**src/rtl/priority_resolver_n_if.sv**
```systemverilog
// ----------------------------------------------------------------------------
// priority_resolver_n_if
// Bus bundle between the PIC front end and the priority resolver.
//
// Signals (direction seen from the resolver, i.e. the slave modport):
//   irq          in   raw request lines, synchronous to the clock
//   imr          in   mask, 1 = channel masked
//   inta         in   acknowledge, active low
//   eoi_valid    in   one-cycle EOI / rotation command strobe
//   eoi_specific in   1 = EOI targets eoi_level, 0 = non-specific
//   eoi_rotate   in   1 = rotate priority with this EOI
//   set_pri      in   one-cycle strobe: lowest priority <= eoi_level
//   eoi_level    in   level operand for specific EOI / set_pri
//   int_req      out  interrupt request to the CPU (INT)
//   irr          out  interrupt request register
//   isr          out  in-service register
//   vec          out  acknowledged level index
//   vec_valid    out  one-cycle pulse, vec valid
// ----------------------------------------------------------------------------
interface priority_resolver_n_if #(
    parameter int N_IRQ = 8,
    parameter int LVL_W = $clog2(N_IRQ)
);
    logic [N_IRQ-1:0] irq;
    logic [N_IRQ-1:0] imr;
    logic             inta;
    logic             eoi_valid;
    logic             eoi_specific;
    logic             eoi_rotate;
    logic             set_pri;
    logic [LVL_W-1:0] eoi_level;
    logic             int_req;
    logic [N_IRQ-1:0] irr;
    logic [N_IRQ-1:0] isr;
    logic [LVL_W-1:0] vec;
    logic             vec_valid;

    modport master (
        output irq, imr, inta, eoi_valid, eoi_specific, eoi_rotate, set_pri, eoi_level,
        input  int_req, irr, isr, vec, vec_valid
    );

    modport slave (
        input  irq, imr, inta, eoi_valid, eoi_specific, eoi_rotate, set_pri, eoi_level,
        output int_req, irr, isr, vec, vec_valid
    );
endinterface

```
**src/rtl/priority_resolver_n.sv**
```systemverilog
// ----------------------------------------------------------------------------
// priority_resolver_n
// Interrupt priority resolver for an 8259A-compatible PIC. Holds the
// edge-triggered request register, the in-service register and the rotating
// lowest-priority pointer, drives INT and runs the two-pulse INTA sequence
// that hands the acknowledged level index to the data-bus block.
//
// Ports:
//   clk_i    clock, all state updates on the rising edge
//   rst_n_i  synchronous active-low reset
//   pic_s    priority_resolver_n_if slave modport (requests, mask, INTA,
//            EOI/rotation commands in; INT, IRR, ISR, VEC, VEC_VALID out)
//
// Build option:
//   PRI_RES_AEOI_EN  automatic EOI on the second INTA edge (ISR[W] clears
//                    as VEC_VALID rises, eoi_rotate at that edge rotates).
//
// state | meaning
// ------+-----------------------------------------------------------
// IDLE  | waiting for first INTA falling edge, INT may be asserted
// ACK2  | level latched, waiting for second INTA edge, INT held low
// ----------------------------------------------------------------------------
module priority_resolver_n #(
    parameter int N_IRQ = 8,
    parameter int LVL_W = $clog2(N_IRQ)
) (
    input  logic                 clk_i,
    input  logic                 rst_n_i,
    priority_resolver_n_if.slave pic_s
);

    typedef enum logic {
        S_IDLE = 1'b0,
        S_ACK2 = 1'b1
    } state_t;

    typedef struct packed {
        logic             found;
        logic [LVL_W-1:0] idx;
        logic [LVL_W-1:0] rank;   // 0 = highest priority
    } pick_t;

    // Highest-priority set bit of v, with priority order lp+1, lp+2, ... mod N.
    // Scans from lowest to highest priority so the last hit is the winner.
    function automatic pick_t pick_highest(input logic [N_IRQ-1:0] v,
                                           input logic [LVL_W-1:0] lp);
        pick_t            r;
        int               pos;
        logic [LVL_W-1:0] pidx;
        r = '0;
        for (int k = N_IRQ; k >= 1; k--) begin
            pos = int'(lp) + k;
            if (pos >= N_IRQ) pos = pos - N_IRQ;
            pidx = pos[LVL_W-1:0];
            if (v[pidx]) begin
                r.found = 1'b1;
                r.idx   = pidx;
                r.rank  = LVL_W'(k - 1);
            end
        end
        return r;
    endfunction

    state_t           state_q, state_d;
    logic [N_IRQ-1:0] irq_r_q, irq_r_d;       // registered IRQ
    logic [N_IRQ-1:0] irq_prev_q, irq_prev_d; // previous registered IRQ
    logic             inta_prev_q, inta_prev_d;
    logic [N_IRQ-1:0] irr_q, irr_d;
    logic [N_IRQ-1:0] isr_q, isr_d;
    logic [LVL_W-1:0] lp_q, lp_d;
    logic [LVL_W-1:0] w_q, w_d;
    logic [LVL_W-1:0] vec_q, vec_d;
    logic             vec_valid_q, vec_valid_d;
    logic             int_q, int_d;
`ifdef PRI_RES_AEOI_EN
    logic             spur_q, spur_d;
`endif

    pick_t            cand;
    pick_t            top_isr;
    logic             inta_fall;
    logic             lvl_ok;
    logic [N_IRQ-1:0] irq_edge;
    logic [N_IRQ-1:0] eoi_clr;
    logic [N_IRQ-1:0] ack_set;

    always_comb begin
        state_d     = state_q;
        irq_r_d     = pic_s.irq;
        irq_prev_d  = irq_r_q;
        inta_prev_d = pic_s.inta;
        lp_d        = lp_q;
        w_d         = w_q;
        vec_d       = vec_q;
        vec_valid_d = 1'b0;
`ifdef PRI_RES_AEOI_EN
        spur_d      = spur_q;
`endif
        eoi_clr     = '0;
        ack_set     = '0;

        irq_edge  = irq_r_q & ~irq_prev_q;
        inta_fall = inta_prev_q & ~pic_s.inta;
        lvl_ok    = int'(pic_s.eoi_level) < N_IRQ;
        cand      = pick_highest(irr_q & ~pic_s.imr, lp_q);
        top_isr   = pick_highest(isr_q, lp_q);

        // EOI takes precedence over SET_PRI in the same cycle.
        if (pic_s.eoi_valid) begin
            if (isr_q != '0) begin
                if (pic_s.eoi_specific) begin
                    if (lvl_ok) begin
                        eoi_clr[pic_s.eoi_level] = 1'b1;
                        if (pic_s.eoi_rotate) lp_d = pic_s.eoi_level;
                    end
                end else begin
                    eoi_clr[top_isr.idx] = 1'b1;
                    if (pic_s.eoi_rotate) lp_d = top_isr.idx;
                end
            end
        end else if (pic_s.set_pri && lvl_ok) begin
            lp_d = pic_s.eoi_level;
        end

        case (state_q)
            S_IDLE: begin
                if (inta_fall) begin
                    state_d = S_ACK2;
                    if (cand.found) begin
                        w_d               = cand.idx;
                        ack_set[cand.idx] = 1'b1;
`ifdef PRI_RES_AEOI_EN
                        spur_d            = 1'b0;
`endif
                    end else begin
                        w_d = LVL_W'(N_IRQ - 1);
`ifdef PRI_RES_AEOI_EN
                        spur_d = 1'b1;
`endif
                    end
                end
            end
            S_ACK2: begin
                if (inta_fall) begin
                    state_d     = S_IDLE;
                    vec_d       = w_q;
                    vec_valid_d = 1'b1;
`ifdef PRI_RES_AEOI_EN
                    if (!spur_q) begin
                        eoi_clr[w_q] = 1'b1;
                        if (pic_s.eoi_rotate) lp_d = w_q;
                    end
`endif
                end
            end
            default: state_d = S_IDLE;
        endcase

        // Clear before set: an acknowledge wins over a same-cycle EOI on one bit.
        isr_d = (isr_q & ~eoi_clr) | ack_set;
        irr_d = (irr_q & ~ack_set) | irq_edge;

        // INT is evaluated from the current registers, forced low when leaving IDLE.
        int_d = (state_d == S_IDLE) && cand.found &&
                (!top_isr.found || (cand.rank < top_isr.rank));
    end

    always_ff @(posedge clk_i) begin
        if (!rst_n_i) begin
            state_q     <= S_IDLE;
            irq_r_q     <= '1;
            irq_prev_q  <= '1;
            inta_prev_q <= 1'b0;
            irr_q       <= '0;
            isr_q       <= '0;
            lp_q        <= LVL_W'(N_IRQ - 1);
            w_q         <= '0;
            vec_q       <= '0;
            vec_valid_q <= 1'b0;
            int_q       <= 1'b0;
`ifdef PRI_RES_AEOI_EN
            spur_q      <= 1'b0;
`endif
        end else begin
            state_q     <= state_d;
            irq_r_q     <= irq_r_d;
            irq_prev_q  <= irq_prev_d;
            inta_prev_q <= inta_prev_d;
            irr_q       <= irr_d;
            isr_q       <= isr_d;
            lp_q        <= lp_d;
            w_q         <= w_d;
            vec_q       <= vec_d;
            vec_valid_q <= vec_valid_d;
            int_q       <= int_d;
`ifdef PRI_RES_AEOI_EN
            spur_q      <= spur_d;
`endif
        end
    end

    assign pic_s.int_req   = int_q;
    assign pic_s.irr       = irr_q;
    assign pic_s.isr       = isr_q;
    assign pic_s.vec       = vec_q;
    assign pic_s.vec_valid = vec_valid_q;

endmodule

```
**src/flat_wrapper.sv**
```systemverilog
// flat-port wrapper written by rule: the top's interface ports become plain ports
module priority_resolver_n_flat 
#(
    parameter int N_IRQ = 8,
    parameter int LVL_W = $clog2(N_IRQ)
)
  (clk_i, rst_n_i, pic_s_irq, pic_s_imr, pic_s_inta, pic_s_eoi_valid, pic_s_eoi_specific, pic_s_eoi_rotate, pic_s_set_pri, pic_s_eoi_level, pic_s_int_req, pic_s_irr, pic_s_isr, pic_s_vec, pic_s_vec_valid);
  priority_resolver_n_if #(.N_IRQ(N_IRQ), .LVL_W(LVL_W)) pic_s_i ();
  input  logic clk_i;
  input  logic rst_n_i;
  input wire logic [$bits(pic_s_i.irq)-1:0] pic_s_irq;
  input wire logic [$bits(pic_s_i.imr)-1:0] pic_s_imr;
  input wire logic [$bits(pic_s_i.inta)-1:0] pic_s_inta;
  input wire logic [$bits(pic_s_i.eoi_valid)-1:0] pic_s_eoi_valid;
  input wire logic [$bits(pic_s_i.eoi_specific)-1:0] pic_s_eoi_specific;
  input wire logic [$bits(pic_s_i.eoi_rotate)-1:0] pic_s_eoi_rotate;
  input wire logic [$bits(pic_s_i.set_pri)-1:0] pic_s_set_pri;
  input wire logic [$bits(pic_s_i.eoi_level)-1:0] pic_s_eoi_level;
  output wire logic [$bits(pic_s_i.int_req)-1:0] pic_s_int_req;
  output wire logic [$bits(pic_s_i.irr)-1:0] pic_s_irr;
  output wire logic [$bits(pic_s_i.isr)-1:0] pic_s_isr;
  output wire logic [$bits(pic_s_i.vec)-1:0] pic_s_vec;
  output wire logic [$bits(pic_s_i.vec_valid)-1:0] pic_s_vec_valid;
  assign pic_s_i.irq = pic_s_irq;
  assign pic_s_i.imr = pic_s_imr;
  assign pic_s_i.inta = pic_s_inta;
  assign pic_s_i.eoi_valid = pic_s_eoi_valid;
  assign pic_s_i.eoi_specific = pic_s_eoi_specific;
  assign pic_s_i.eoi_rotate = pic_s_eoi_rotate;
  assign pic_s_i.set_pri = pic_s_set_pri;
  assign pic_s_i.eoi_level = pic_s_eoi_level;
  assign pic_s_int_req = pic_s_i.int_req;
  assign pic_s_irr = pic_s_i.irr;
  assign pic_s_isr = pic_s_i.isr;
  assign pic_s_vec = pic_s_i.vec;
  assign pic_s_vec_valid = pic_s_i.vec_valid;
  priority_resolver_n #(.N_IRQ(N_IRQ), .LVL_W(LVL_W)) u_core (.clk_i(clk_i), .rst_n_i(rst_n_i), .pic_s(pic_s_i));
endmodule
```
**config.mk**
```make
export PLATFORM = sky130hd
export DESIGN_NAME = priority_resolver_n_flat
export DESIGN_NICKNAME = d
export VERILOG_FILES = /design/src/rtl/priority_resolver_n_if.sv /design/src/rtl/priority_resolver_n.sv /design/src/flat_wrapper.sv
export SDC_FILE = /design/constraint.sdc
export NUM_CORES = 1
export LEC_CHECK = 0
export ABC_AREA = 1
export CAP_MARGIN = 5
export CORE_ASPECT_RATIO = 0.7
export CORE_MARGIN = 3
export CORE_UTILIZATION = 45
export DETAILED_ROUTE_END_ITERATION = 10
export DONT_BUFFER_PORTS = 1
export PLACE_DENSITY_LB_ADDON = 0.3
export SLEW_MARGIN = 5
export SYNTH_ARGS = -nofsm -noshare
export SYNTH_HDL_FRONTEND = slang
export SYNTH_SLANG_ARGS = --single-unit
```
**constraint.sdc**
```tcl
create_clock -name clk_i -period 6.54 [get_ports clk_i]
set_input_delay 1.308 -clock clk_i [delete_from_list [all_inputs] [get_ports clk_i]]
set_output_delay 1.308 -clock clk_i [all_outputs]
set_load 0.005 [all_outputs]
```
======== After elaboration in Yosys (flattened, before gate mapping) ========
Cells that the tools add are included.
storage, ports and cells
  register bits after elaboration ......... 45
  word-level logic and storage cells ...... 157
  output and inout port bits .............. 21
  input bits .............................. 26
operators by class
  reductions and logical operators ........ 13
  add/sub/neg operators ................... 16
  mux-type cells .......................... 78
  order comparisons ....................... 23
  bitwise operators ....................... 14
  equal/unequal tests ..................... 2
operators by type and width
  cell                                                                     number
  7-bit 2-to-1 mux                                                         16
  1-bit binary-select mux with 3-bit select                                16
  8-bit 2-to-1 mux                                                         6
  3-bit 2-to-1 mux                                                         15
  3-bit by 4-bit < comparator with 1-bit output, second input constant     11
  8-bit AND                                                                4
  8-bit NOT                                                                4
  4-bit >= comparator, second input constant                               7
  3-bit by 1-bit subtractor with 3-bit output, second input constant       8
  1-bit 2-to-1 mux                                                         21
  3-bit by 3-bit adder with 4-bit output, second input constant            4
  8-bit bitwise OR                                                         2
  1-bit demux with 3-bit select                                            3
  3-bit by 1-bit >= comparator with 1-bit output, second input constant    3
  3-bit by 2-bit adder with 4-bit output, second input constant            2
  8-bit nonzero test                                                       1
  2-bit AND reduction                                                      3
  3-bit by 4-bit adder with 5-bit output, second input constant            1
  5-bit by 4-bit >= comparator with 1-bit output, second input constant    1
  1-bit logical AND                                                        5
  3-bit by 1-bit adder with 4-bit output, second input constant            1
  2-bit by 1-bit inequality test with 1-bit output, second input constant  2
  3-bit < comparator                                                       1
  1-bit NOT                                                                3
  other kinds (6)                                                          6

======== Depth between registers and ports, before layout ========
  depth in word-level cells ............... 23
  gate-level depth with buffers ........... 24
  gate-level depth less buffers ........... 22

======== Worst setup path after synthesis ========
No wires, ideal clock.
  kind .................................... in2reg
  start point ............................. in pic_s_imr[3]
  end point ............................... reg u_core.int_q, in the netlist u_core.pic_s.int_req
  buffers on the path ..................... 0
  cell stages on the path ................. 13
  data arrival time ....................... 2,692 ps
  required time ........................... 6,476 ps
  slack ................................... 3,784 ps
  library setup time ...................... 64 ps
  cells stage by stage .................... inv_1 -> nand3_2 -> nand2_1 -> o21a_1 -> nand2_1 -> nand2_2 -> nor2_1 -> o21ai_0 -> a311oi_1 -> ha_1 -> nand3_1 -> a21oi_1 -> nor2_1
between the ends
  longest elaborated chain between the ends .. 15
  elaborated cells on any way between the ends .. 30
  those cells by class .................... order compare: 1; mux: 24; bitwise: 2; reduce/logical: 3
RTL lines
  what                                       RTL line                    source
  start, declared                            flat_wrapper.sv:12          input wire logic [$bits(pic_s_i.imr)-1:0] pic_s_imr;
  8-bit NOT (*)                              priority_resolver_n.sv:105  cand = pick_highest(irr_q & ~pic_s.imr, lp_q);
  8-bit AND (*)                              priority_resolver_n.sv:105
  1-bit binary-select mux with 3-bit select  priority_resolver_n.sv:55   if (v[pidx]) begin
  1-bit 2-to-1 mux (not written as such)     priority_resolver_n.sv:55
  7-bit 2-to-1 mux (7 in a row)              priority_resolver_n.sv:55
  7-bit 2-to-1 mux (*)                       priority_resolver_n.sv:55
  3-bit < comparator                         priority_resolver_n.sv:165  (!top_isr.found || (cand.rank < top_isr.rank));
  1-bit logical OR                           priority_resolver_n.sv:165
  1-bit logical AND (*)                      priority_resolver_n.sv:164  int_d = (state_d == S_IDLE) && cand.found &&
  end signal, assigned                       priority_resolver_n.sv:195  int_q <= int_d;
  end, declared                              priority_resolver_n.sv:74   logic int_q, int_d;
Mark *: on every way between the ends. The rest lies on a longest branch, timed or not. The select of a mux whose other input is x is not followed.
A chain may end at the register's enable or synchronous reset.

======== Final worst setup path ========
  start point ............................. reg u_core.lp_q[0]
  end point ............................... reg u_core.int_q, in the netlist u_core.pic_s.int_req
between the ends
  longest elaborated chain between the ends .. 16
  elaborated cells on any way between the ends .. 85
  those cells by class .................... add/sub: 16; order compare: 9; mux: 56; reduce/logical: 4
RTL lines
  what                                                                                                                  RTL line                    source
  start, declared                                                                                                       priority_resolver_n.sv:70   logic [LVL_W-1:0] lp_q, lp_d;
  start signal, assigned                                                                                                priority_resolver_n.sv:176  lp_q <= LVL_W'(N_IRQ - 1);
  start signal, assigned                                                                                                priority_resolver_n.sv:191  lp_q <= lp_d;
  3-bit by 4-bit adder with 5-bit output                                                                                priority_resolver_n.sv:52   pos = int'(lp) + k;
  5-bit by 4-bit >= comparator with 1-bit output / 3-bit by 1-bit subtractor with 3-bit output (equally long branches)  priority_resolver_n.sv:53   if (pos >= N_IRQ) pos = pos - N_IRQ;
  3-bit 2-to-1 mux                                                                                                      priority_resolver_n.sv:53
  1-bit binary-select mux with 3-bit select                                                                             priority_resolver_n.sv:55
  1-bit 2-to-1 mux (not written as such)                                                                                priority_resolver_n.sv:55
  7-bit 2-to-1 mux (8 in a row)                                                                                         priority_resolver_n.sv:55
  3-bit < comparator / 1-bit zero test (equally long branches)                                                          priority_resolver_n.sv:165
  1-bit logical OR                                                                                                      priority_resolver_n.sv:165
  1-bit logical AND (*)                                                                                                 priority_resolver_n.sv:164
Marked as above.

==> results.md <==
- Tightest Hold Check Type: reg2reg
- Library cells used by synthesis: 38
- Die height: 76.6 um
- F_max: between 200 and 300 MHz
- Worst setup EP type: register
- First-pass GRT wire length: 14.8 mm
- Worst r2r src: u_core.lp_q[0]$_SDFFE_PN1P_
- Max Slew Vio Count: 0
- Mapped Nets: 543
- Die Wd: 107 um
- Clock Path Buffers: 2
- EDFF count, synth: 0
- #FFs+latches synth: 45
- RSZ-0062 raised after global routing: no
- Worst-path clk slew: 90 ps
- Antenna diodes: 0
- Root Driver: clkbuf_8
- Post-synth ARST share: 0%
- Clock Skew: 3.14 ps
- Final wirelength: 8.98 mm
- Minimum clock period: 3930 ps
- CP max FO: 22
- Core area: 6820 um2
- Finished Layout Cells: 599
- Initial DRT Pass Iterations: 5
- Later-pin clock latency in the skew report: around 300 ps
- Max IR drop VDD: 0.226 mV
- Die Footprint: 8180 um2
- I/O pins: 47
- Post-synth top flop: dfxtp_1
- Num CTS Buffers: 5
- Cell accounting for the most synthesized area: dfxtp_1
- Overall Global Routing Usage: 22.4%
- Reg2Reg Setup Slack: 2610 ps
- Slew headroom: 36.5%
- Worst Hold End: u_core.irq_prev_q[1]$_SDFF_PN1_
- Via count: 3240
- Fin area: roughly 3300 um2
- DRC errors left: 0
- Setup tns final: 0 ps
- Sink Count: 45
- CP Launch Type: register
- Largest net degree at the start of global routing: 32
- Pleak: 1.61 nW
- R2R cell count: 14
- Part of the cycle the worst path needs: 60.1%
- Initial antenna violation count: 0
- Worst-path cell chain: inv_2, ha_1, inv_1, nand3_1, o21a_1, nand2_1, nand2_2, nor2_1, o21ai_0, a311oi_1, ha_1, a21oi_1, a21oi_1, nor2_1
- Final setup viols: 0
- Placed cell areas: 3220 um2
- WS Path Type: reg2reg
- DRT iter0 DRCs: approximately 320
- DR WL/cell: 15.0 um
- Setup bufs post-CTS: 0
- Status: finished, final reports clean
- H-tree Lvls: 2
- Least-Margin Pin Slew: about 950 ps
- Share of the synthesized area in the top cell type: 28.1%
- WP data required: between 6000 and 7000 ps
- Syn_area_per_cell: between 6 and 7 um2
- Fraction of layout cells with a size suffix above 1: approximately an eighth
- Port bufs: 0
- Dominant cells by area after synthesis: dfxtp_1 (28%), nand2_1 (19%), nand3_1 (13%), a21oi_1 (7.7%), inv_1 (5.6%)
- Via-per-instance ratio: 5.41
- PD cells: 430 nW/um2
- CTS tree: built
- Hold_buf cts: 0
- Starting Density: 47.0%
- Synthesized cell area: 3200 um2
- Yosys warning total: 0
- Sequential area share after synthesis: 28.1%
- RD Place Congestion: slightly below 1
- CP max stage delay: 830 ps
- Post-route ant nets: 0
- # Max-Cap Violations: 0
- Crit Reg-Reg Endpoint: u_core.pic_s.int_req$_SDFF_PN0_
- Min-delay src: u_core.irq_prev_d[1]$_SDFF_PN1_
- DP Cell Count: 591
- Final hold viol count: 0
- Resized Gates After CTS: 0
- Final Hold Slack: ~420 ps
- Syn Inst Count: 511
- CP arrival: between 4000 and 5000 ps
- Post-DP HPWL: between 7 and 8 mm
- CP max stage cell: dfxtp_1
- Buf+Inv Stages, Crit Path: 2
- Grt total ovfl: 0
- Utilization after layout: 49.0%
- Count of standard-cell rows: 25
- Area grow syn2layout: 4.26%
- Crit-path leading delay family: compound AO/OA/AOI/OAI gates
- Hold depth: 2
- Layout Nets: 536
- Vias in the first global route: 2901
[worst register-to-register path, stage by stage, from the launching register on]
cell      delay, ps
dfxtp_1         830
inv_2           350
ha_1            560
inv_1           420
nand3_1         140
o21a_1          140
nand2_1         120
nand2_2         100
nor2_1          160
o21ai_0         120
a311oi_1        310
ha_1            200
a21oi_1          70
a21oi_1         240
nor2_1           60
[area by class of cell]
cell class / count / area [um2]
Timing Repair Buffer: 1 / 7.51
Inverter: 61 / 229
Multi-Input combinational cell: 390 / 1970
Tap cell: 94 / 118
Sequential cell: 45 / 901
Clock inverter: 3 / 47.5
Clock buffer: 5 / 68.8
Fill cell: 758 / 3480
[state kept, by name, summed over array words and instances (netlist names)]
register,cells
u_core.inta_prev_q,1
u_core.irq_prev_d,8
u_core.irq_prev_q,8
u_core.lp_q,3
u_core.pic_s.int_req,1
u_core.pic_s.irr,8
u_core.pic_s.isr,8
u_core.pic_s.vec,3
u_core.pic_s.vec_valid,1
u_core.state_q,1
u_core.w_q,3
[per-stage QoR]
step	power [W]	setup slack, ps
5_1_grt	0.00157	2340
6_report	0.00144	2610
3_5_place_dp	0.00120	2730
2_1_floorplan	0.00102	3780
4_1_cts	0.00142	2700
3_3_place_gp	0.00119	2780
[logic make-up (layout without fill, tap and decap cells)]
family          count (synthesis)  count (layout)  synth area share, %
buf+inv                        76              70                 10.4
compound gates                 76              76                 14.1
xor+xnor                        3               3                 2.23
flops                          45              45                 28.1
simple gates                  305             305                 42.8
fa+ha+maj                       6               6                 2.34
[cell usage after synthesis, types with 2 or more instances]
cell	number
clkbuf_1	5
nand3b_1	2
nand2_2	12
inv_1	48
buf_4	2
inv_2	11
nand2_1	166
a21oi_1	49
a21oi_2	4
o21ai_1	3
nor2_2	3
a31oi_1	2
nand3_2	5
o221ai_1	2
buf_2	3
or2_2	16
ha_1	6
o21ai_0	7
clkinv_1	2
nor2_1	16
nand3_1	82
buf_6	5
dfxtp_1	45
[where the power goes]
| part | total [W] | switching (W) | internal [W] |
|---|---|---|---|
| combinational | 0.000894 | 0.000614 | 0.000280 |
| sequential | 0.000325 | 0.0000310 | 0.000294 |
| clock | 0.000216 | 0.0000998 | 0.000117 |
| total | 0.00144 | 0.000744 | 0.000691 |
[placed cells by master, fill, tap and decap left out, drive strengths merged]
cell    synthesis  layout
a21boi          1       1
a21oi          53      53
a221oi          1       1
a22oi           1       1
a311oi          1       1
a31oi           2       2
and2            1       1
buf            10       1
bufinv          0       1
clkbuf          5       5
clkinv          2       2
dfxtp          45      45
ha              6       6
inv            59      61
nand2         178     178
nand3          87      87
nand3b          2       2
nand4           1       1
nor2           19      19
nor4            1       1
o211ai          2       2
o21a            1       1
o21ai          11      11
o221ai          2       2
o31ai           1       1
or2            16      16
xnor2           2       2
xor2            1       1
[worst max path at each step]
stage | from | endpoint | slack [ps] | cells past startpoint
4_1_cts | u_core.lp_q[0]$_SDFFE_PN1P_ | u_core.pic_s.int_req$_SDFF_PN0_ | 2700 | 14
3_5_place_dp | u_core.lp_q[0]$_SDFFE_PN1P_ | u_core.pic_s.int_req$_SDFF_PN0_ | 2730 | 14
2_1_floorplan | pic_s_imr[3] | u_core.pic_s.int_req$_SDFF_PN0_ | 3780 | 13
6_report | u_core.lp_q[0]$_SDFFE_PN1P_ | u_core.pic_s.int_req$_SDFF_PN0_ | 2610 | 14
5_1_grt | u_core.lp_q[0]$_SDFFE_PN1P_ | u_core.pic_s.int_req$_SDFF_PN0_ | 2340 | 13
3_3_place_gp | u_core.lp_q[0]$_SDFFE_PN1P_ | u_core.pic_s.int_req$_SDFF_PN0_ | 2780 | 13
[metal layers]
metal	GRT usage [%]	routed length, um
met4	4.34	92
met5	0	0
met3	4.74	863
met2	31.5	3740
met1	34.9	4290
No activity file was read; power rests on OpenSTA's default activity.
